**src/rtl/clk_div_pkg.sv**
```systemverilog
// Shared types, defaults and load-clamp helpers for the multi-channel clock divider.
package clk_div_pkg;

  typedef enum logic [1:0] {
    ST_IDLE  = 2'd0,
    ST_RUN   = 2'd1,
    ST_DRAIN = 2'd2
  } chan_state_t;

  localparam int DEF_NUM_CH = 4;
  localparam int DEF_DIV_W  = 16;
  localparam int DEF_DIV_V  = 2;

  // A period of zero is meaningless, so it is promoted to one cycle.
  function automatic logic [31:0] clamp_div(input logic [31:0] div);
    return (div == 32'd0) ? 32'd1 : div;
  endfunction

  // High time can never exceed the (already clamped) period.
  function automatic logic [31:0] clamp_high(input logic [31:0] high, input logic [31:0] div);
    return (high > div) ? div : high;
  endfunction

endpackage

```
**src/rtl/clk_div_chan.sv**
```systemverilog
// One divider channel: active/shadow period and high-time, wrap counter and
// IDLE/RUN/DRAIN state machine with registered clock and tick outputs.
module clk_div_chan
  import clk_div_pkg::*;
#(
  parameter int DIV_W   = DEF_DIV_W,
  parameter int DEF_DIV = DEF_DIV_V
) (
  input  logic             clk,
  input  logic             rst,
  input  logic             en,
  input  logic             sync,
  input  logic             wr,
  input  logic [DIV_W-1:0] wr_div,
  input  logic [DIV_W-1:0] wr_high,
  output logic             pend,
  output logic             div_clk,
  output logic             tick
);

  localparam logic [DIV_W-1:0] RST_DIV  = DIV_W'(DEF_DIV);
  localparam logic [DIV_W-1:0] RST_HIGH = DIV_W'(DEF_DIV / 2);

  chan_state_t      state, state_nx;
  logic [DIV_W-1:0] div_q, high_q, div_s, high_s, cnt;
  logic [DIV_W-1:0] cnt_nx, div_nx, high_nx;
  logic [31:0]      div_c, high_c;
  logic             wrap, apply, tick_nx, clk_nx;

  // NOTE: every variable gets a default at the top of always_comb so that no
  // path leaves it unassigned; a missing default infers a latch.
  always_comb begin
    state_nx = state;
    cnt_nx   = '0;
    tick_nx  = 1'b0;
    apply    = 1'b0;
    wrap     = (cnt == div_q - DIV_W'(1));
    div_c    = clamp_div(32'(wr_div));
    high_c   = clamp_high(32'(wr_high), div_c);

    case (state)
      ST_IDLE: begin
        apply = pend;
        if (en) begin
          state_nx = ST_RUN;
          tick_nx  = 1'b1;
        end
      end
      ST_RUN, ST_DRAIN: begin
        if (sync) begin
          // A sync restarts running channels but cuts a draining one short.
          apply = pend;
          if (state == ST_RUN) begin
            tick_nx  = 1'b1;
            state_nx = en ? ST_RUN : ST_DRAIN;
          end else begin
            state_nx = ST_IDLE;
          end
        end else if (wrap) begin
          apply = pend;
          if (state == ST_RUN || en) begin
            tick_nx  = 1'b1;
            state_nx = en ? ST_RUN : ST_DRAIN;
          end else begin
            state_nx = ST_IDLE;
          end
        end else begin
          cnt_nx   = cnt + DIV_W'(1);
          state_nx = en ? ST_RUN : ST_DRAIN;
        end
      end
      default: state_nx = ST_IDLE;
    endcase

    div_nx  = apply ? div_s  : div_q;
    high_nx = apply ? high_s : high_q;
    clk_nx  = (state_nx != ST_IDLE) && (cnt_nx < high_nx);
  end

  // NOTE: sequential state uses non-blocking assignments so every register
  // samples pre-edge values regardless of statement order.
  always_ff @(posedge clk or posedge rst) begin
    if (rst) begin
      state   <= ST_IDLE;
      cnt     <= '0;
      div_q   <= RST_DIV;
      high_q  <= RST_HIGH;
      div_s   <= RST_DIV;
      high_s  <= RST_HIGH;
      pend    <= 1'b0;
      div_clk <= 1'b0;
      tick    <= 1'b0;
    end else begin
      state   <= state_nx;
      cnt     <= cnt_nx;
      div_q   <= div_nx;
      high_q  <= high_nx;
      div_clk <= clk_nx;
      tick    <= tick_nx;
      if (apply) begin
        pend <= 1'b0;
      end else if (wr && !pend) begin
        div_s  <= DIV_W'(div_c);
        high_s <= DIV_W'(high_c);
        pend   <= 1'b1;
      end
    end
  end

endmodule

```
**src/rtl/clk_div_multi.sv**
```systemverilog
// Multi-channel programmable clock divider: config demux, ready mux and one
// clk_div_chan instance per channel.
module clk_div_multi
  import clk_div_pkg::*;
#(
  parameter int NUM_CH  = DEF_NUM_CH,
  parameter int DIV_W   = DEF_DIV_W,
  parameter int DEF_DIV = DEF_DIV_V,
  localparam int CH_W   = (NUM_CH > 1) ? $clog2(NUM_CH) : 1
) (
  input  logic              clk,
  input  logic              rst,
  input  logic [NUM_CH-1:0] i_en,
  input  logic              i_cfg_valid,
  output logic              o_cfg_ready,
  input  logic [CH_W-1:0]   i_cfg_ch,
  input  logic [DIV_W-1:0]  i_cfg_div,
  input  logic [DIV_W-1:0]  i_cfg_high,
  input  logic              i_sync,
  output logic [NUM_CH-1:0] o_clk,
  output logic [NUM_CH-1:0] o_tick
);

  logic [NUM_CH-1:0] pend;
  logic [31:0]       ch_idx;
  logic              ch_ok;

  // Writes to a non-existent channel are acknowledged and discarded.
  always_comb begin
    ch_idx      = 32'(i_cfg_ch);
    ch_ok       = (ch_idx < 32'(NUM_CH));
    o_cfg_ready = ch_ok ? !pend[i_cfg_ch] : 1'b1;
  end

  for (genvar g = 0; g < NUM_CH; g++) begin : g_ch
    logic wr;
    assign wr = i_cfg_valid && o_cfg_ready && ch_ok && (ch_idx == 32'(g));

    clk_div_chan #(
      .DIV_W   (DIV_W),
      .DEF_DIV (DEF_DIV)
    ) u_chan (
      .clk     (clk),
      .rst     (rst),
      .en      (i_en[g]),
      .sync    (i_sync),
      .wr      (wr),
      .wr_div  (i_cfg_div),
      .wr_high (i_cfg_high),
      .pend    (pend[g]),
      .div_clk (o_clk[g]),
      .tick    (o_tick[g])
    );
  end

endmodule

```
**config.mk**
```make
export PLATFORM = sky130hd
export DESIGN_NAME = clk_div_multi
export DESIGN_NICKNAME = d
export VERILOG_FILES = /design/src/rtl/clk_div_pkg.sv /design/src/rtl/clk_div_chan.sv /design/src/rtl/clk_div_multi.sv
export SDC_FILE = /design/constraint.sdc
export NUM_CORES = 1
export LEC_CHECK = 0
export BUFFER_PORTS_ARGS = -buffer_cell sky130_fd_sc_hd__buf_4
export CAP_MARGIN = 30
export CORE_MARGIN = 1.5
export CORE_UTILIZATION = 35
export CTS_CLUSTER_SIZE = 16
export DETAILED_ROUTE_END_ITERATION = 10
export HOLD_SLACK_MARGIN = 0.12
export SLEW_MARGIN = 20
export SYNTH_ARGS = -nofsm -noshare
export SYNTH_HDL_FRONTEND = slang
export SYNTH_HIERARCHICAL = 1
export SYNTH_SLANG_ARGS = --single-unit
export TNS_END_PERCENT = 100
```
**constraint.sdc**
```tcl
create_clock -name clk -period 10.7 [get_ports clk]
set_clock_uncertainty 0.2 [all_clocks]
set_input_delay 0 -clock clk [delete_from_list [all_inputs] [get_ports clk]]
set_output_delay 0 -clock clk [all_outputs]
set_load 0.05 [all_outputs]
```
==> results.toml <==
[power]
p_comb_share_pct = 38.3
p_sw_share_pct = 36.9
pwr-share-seq_pct = 37.7
p_int_mw = 3.82
p_leak_nw = 11.0
irDropWorstVdd_uv = 123
clkPwrFrac_pct = 24.0
switching_power_mw = 2.23
p_per_area_nw_per_um2 = 256

[clock_network]
cts.clk_slew.worst_paths_ps = 60
cts_buffer_depth = 3
cts_tree = "done"
clockRootBuffer = "clkbuf_16"
post_cts_buffers = 0
cts_sinks = 340
cts_max_level = 2
cts-buffers-inserted = 40
insertion_delay_ps = 560

[yosys]
synth_common_cells = "dfrtp_1 (324), ha_1 (144), nand2_1 (138)"
synth.most_common_cell = "dfrtp_1"
synthFlopType = "dfrtp_1"
syn_area_um2 = 20500
ys_seq_elements = 340
synth_edf_count = 0
synth_nets = 2169
synth.avg_cell_area_um2 = 10.3
async_flop_share_pct = 100
netlist.top_cell.by_area = "dfrtp_1"
synthDistinctLibCells = 84
yosys-top-cells-area = "dfrtp_1 (40%), ha_1 (8.8%), mux2i_1 (6.4%), mux2_2 (4.9%), o21ai_0 (3.1%)"
synth.top_cell.area_share_pct = 39.5
netlist_instances = 1983
ys_seq_area_share_pct = 41.6
synth_warnings = 6

[sta]
holdWs_ps = 136
finalMaxSlewViolations = 0
layout_min_cycle_time_ps = 5610
setup_viol = 0
max_freq_mhz = 178
hold_viol_final = 0
rsz0062_at_grt = "no"
fin_crit_sh_pct = 52.4
tns_ps = 0
slew_headroom_pct = 34.6
max_slew.worst_pin.slew_ps = 968

[floorplan]
die_w_um = 245
die_h_um = 245
ioPinCount = 51
initial_core_util_pct = 35.5
rows = 88
die-area_um2 = 60100
core_area_um2 = 57800

[worst_hold_path]
hold_path_startpoint = "i_en[3]"
min_path_type = "in -> reg"
holdPathEnd = "g_ch[3].u_chan/tick$_DFF_PP0_"
hold_path_depth = 4

[global_routing]
grt_pass1_vias = 15800
grt_overflow_total = 0
grt_use_total_pct = 18.1
antenna_found_initial = 0
grt_pass1_wl_um = 87100
grt_start_max_net_pins = 64

[setup_path]
path_cells = "inv_1 > ha_1 > nor4b_1 > and3_1 > a31oi_1 > or4_4 > o31a_1 > nor2b_2 > o21a_2 > buf_4 > mux2i_1 > ha_1 > a21o_1 > a21o_1 > a21oi_1 > nor2b_1 > o21ai_0 > o211ai_1 > nor3_1 > o211a_1"
r2r_end = "g_ch[3].u_chan/div_clk$_DFF_PP0_"
critPathSlowestCell = "nor4b_1"
worstRegToRegCells = 20
ff2ff_setup_slack_ps = 5090
worstPathMaxFanout = 47
crit_type = "reg -> reg"
cp-end-kind = "flip-flop"
worstPathRequired_ps = 10990
worstPathArrival_ps = 5900
cp_slowest_stage_delay_ps = 800
start_kind = "flip-flop"
rr_startpoint = "g_ch[3].u_chan/div_q[0]$_DFFE_PP0N_"

[place]
gp_congestion = 0.870
io_buffers = 50
dp_hpwl_um = 38200

[drt]
routedWlPerCell_um = 18.6
firstDrtPassIters = 5
vias_per_cell = 5.39
drc = 0
drt_iter0_drc = 1014
drt-total-wl_um = 53400
num_vias = 15400
ant_nets = 0

[finish]
fillers = 5563
nNetsFinal = 2256
antenna_cells = 0
syn_to_final_growth_pct = 15.2
drive_above_1_share_pct = 15.9

[flow_run]
cap_viol_max_count = 0

[outcome]
status = "finished, final reports clean"
-- through the flow --
step	instance area [µm²]	setup slack (ps)	utilization, %	total power, mW	cells
final	23600	5090	40.9	6.05	2865
after floorplan	20500	5820	-	4.04	1983
after CTS	23600	5130	40.9	6.10	2864
after detailed placement	21700	5160	37.5	4.60	2738
after global routing	23600	4680	40.9	6.48	2865
after global placement	21500	5180	37.3	4.50	2730
-- how the worst max path moves through the flow --
stage	from	end	slack, ps
floorplan	g_ch[3].u_chan/div_q[2]$_DFFE_PP0N_	g_ch[3].u_chan/div_clk$_DFF_PP0_	5820
CTS	g_ch[3].u_chan/div_q[2]$_DFFE_PP0N_	g_ch[3].u_chan/div_clk$_DFF_PP0_	5130
detailed placement	g_ch[3].u_chan/div_q[2]$_DFFE_PP0N_	g_ch[3].u_chan/div_clk$_DFF_PP0_	5160
global route	g_ch[3].u_chan/div_q[0]$_DFFE_PP0N_	g_ch[3].u_chan/div_clk$_DFF_PP0_	4680
global placement	g_ch[3].u_chan/div_q[2]$_DFFE_PP0N_	g_ch[3].u_chan/div_clk$_DFF_PP0_	5180
finish	g_ch[3].u_chan/div_q[0]$_DFFE_PP0N_	g_ch[3].u_chan/div_clk$_DFF_PP0_	5090
-- final cells by class --
cell class,instances,area (µm²),area share [%]
Sequential cell,340,8530,36.1
Tap cell,765,957,4.05
Inverter,108,410,1.74
Clock inverter,21,270,1.14
Timing Repair Buffer,126,1190,5.04
Multi-Input combinational cell,1454,11200,47.2
Clock buffer,51,1120,4.75
-- layout by cell type (no fill, tap or decap), types with 38 or more instances in the layout --
cell and n:
nor2_1 125, dlygate4sd3_1 54, inv_1 104, buf_4 63
xnor2_1 62, clkbuf_16 41, nand2_1 138, xor2_1 60
o21ai_0 129, mux2i_1 131, nand3_1 53, dfrtp_1 324
mux2_4 38, mux2_2 90, a21oi_1 66, ha_1 144
nand4_1 41
-- critical path: cells and delay by family, from the launching register on --
family,cells,cell delay (ps)
DFF,1,450
and+or+nand+nor,6,1990
AOI/OAI and AO/OA,9,1510
muxes,1,270
adders and majority gates,2,490
buffers and inverters,2,630
-- state kept, by name (all words and copies together) (netlist names), 8 cells and up --
register	count
g_ch.u_chan/state	8
g_ch.u_chan/div_s	64
g_ch.u_chan/div_q	64
g_ch.u_chan/high_s	64
g_ch.u_chan/high_q	64
g_ch.u_chan/cnt	64
-- metal layers --
layer	part of all wire, %	track usage, %	vias to the layer above	routed length, µm
met3	4.6	2.09	113	2460
met2	46	29.5	384	24400
met1	46	24.6	7591	24800
li1	-	-	7341	-
met4	3.3	7.10	0	1760
met5	0	0	-	0
-- timing repair --
item / in CTS / in global routing
resized for setup: 0 / 0
endpoints found under the hold margin: 502 / 0
hold buffers: 54 / 0
-- power groups by stage --
stage	Clock, mW	Sequential [mW]	Combinational (mW)
after floorplan	0	2.16	1.88
after global placement	0	2.28	2.21
after detailed placement	0	2.31	2.29
after CTS	1.49	2.29	2.33
after global routing	1.54	2.36	2.58
final	1.45	2.28	2.32
-- logic make-up after synthesis --
kind of cell	Yosys count	share of synthesized area, %
AND/OR/NAND/NOR	555	13.7
AO/OA/AOI/OAI	354	11.2
flip-flops	340	41.6
multiplexers	279	15.3
buffers and inverters	189	4.29
adder cells (fa/ha/maj)	144	8.78
XOR/XNOR	122	5.21
Power figures use the tool's default switching activity.
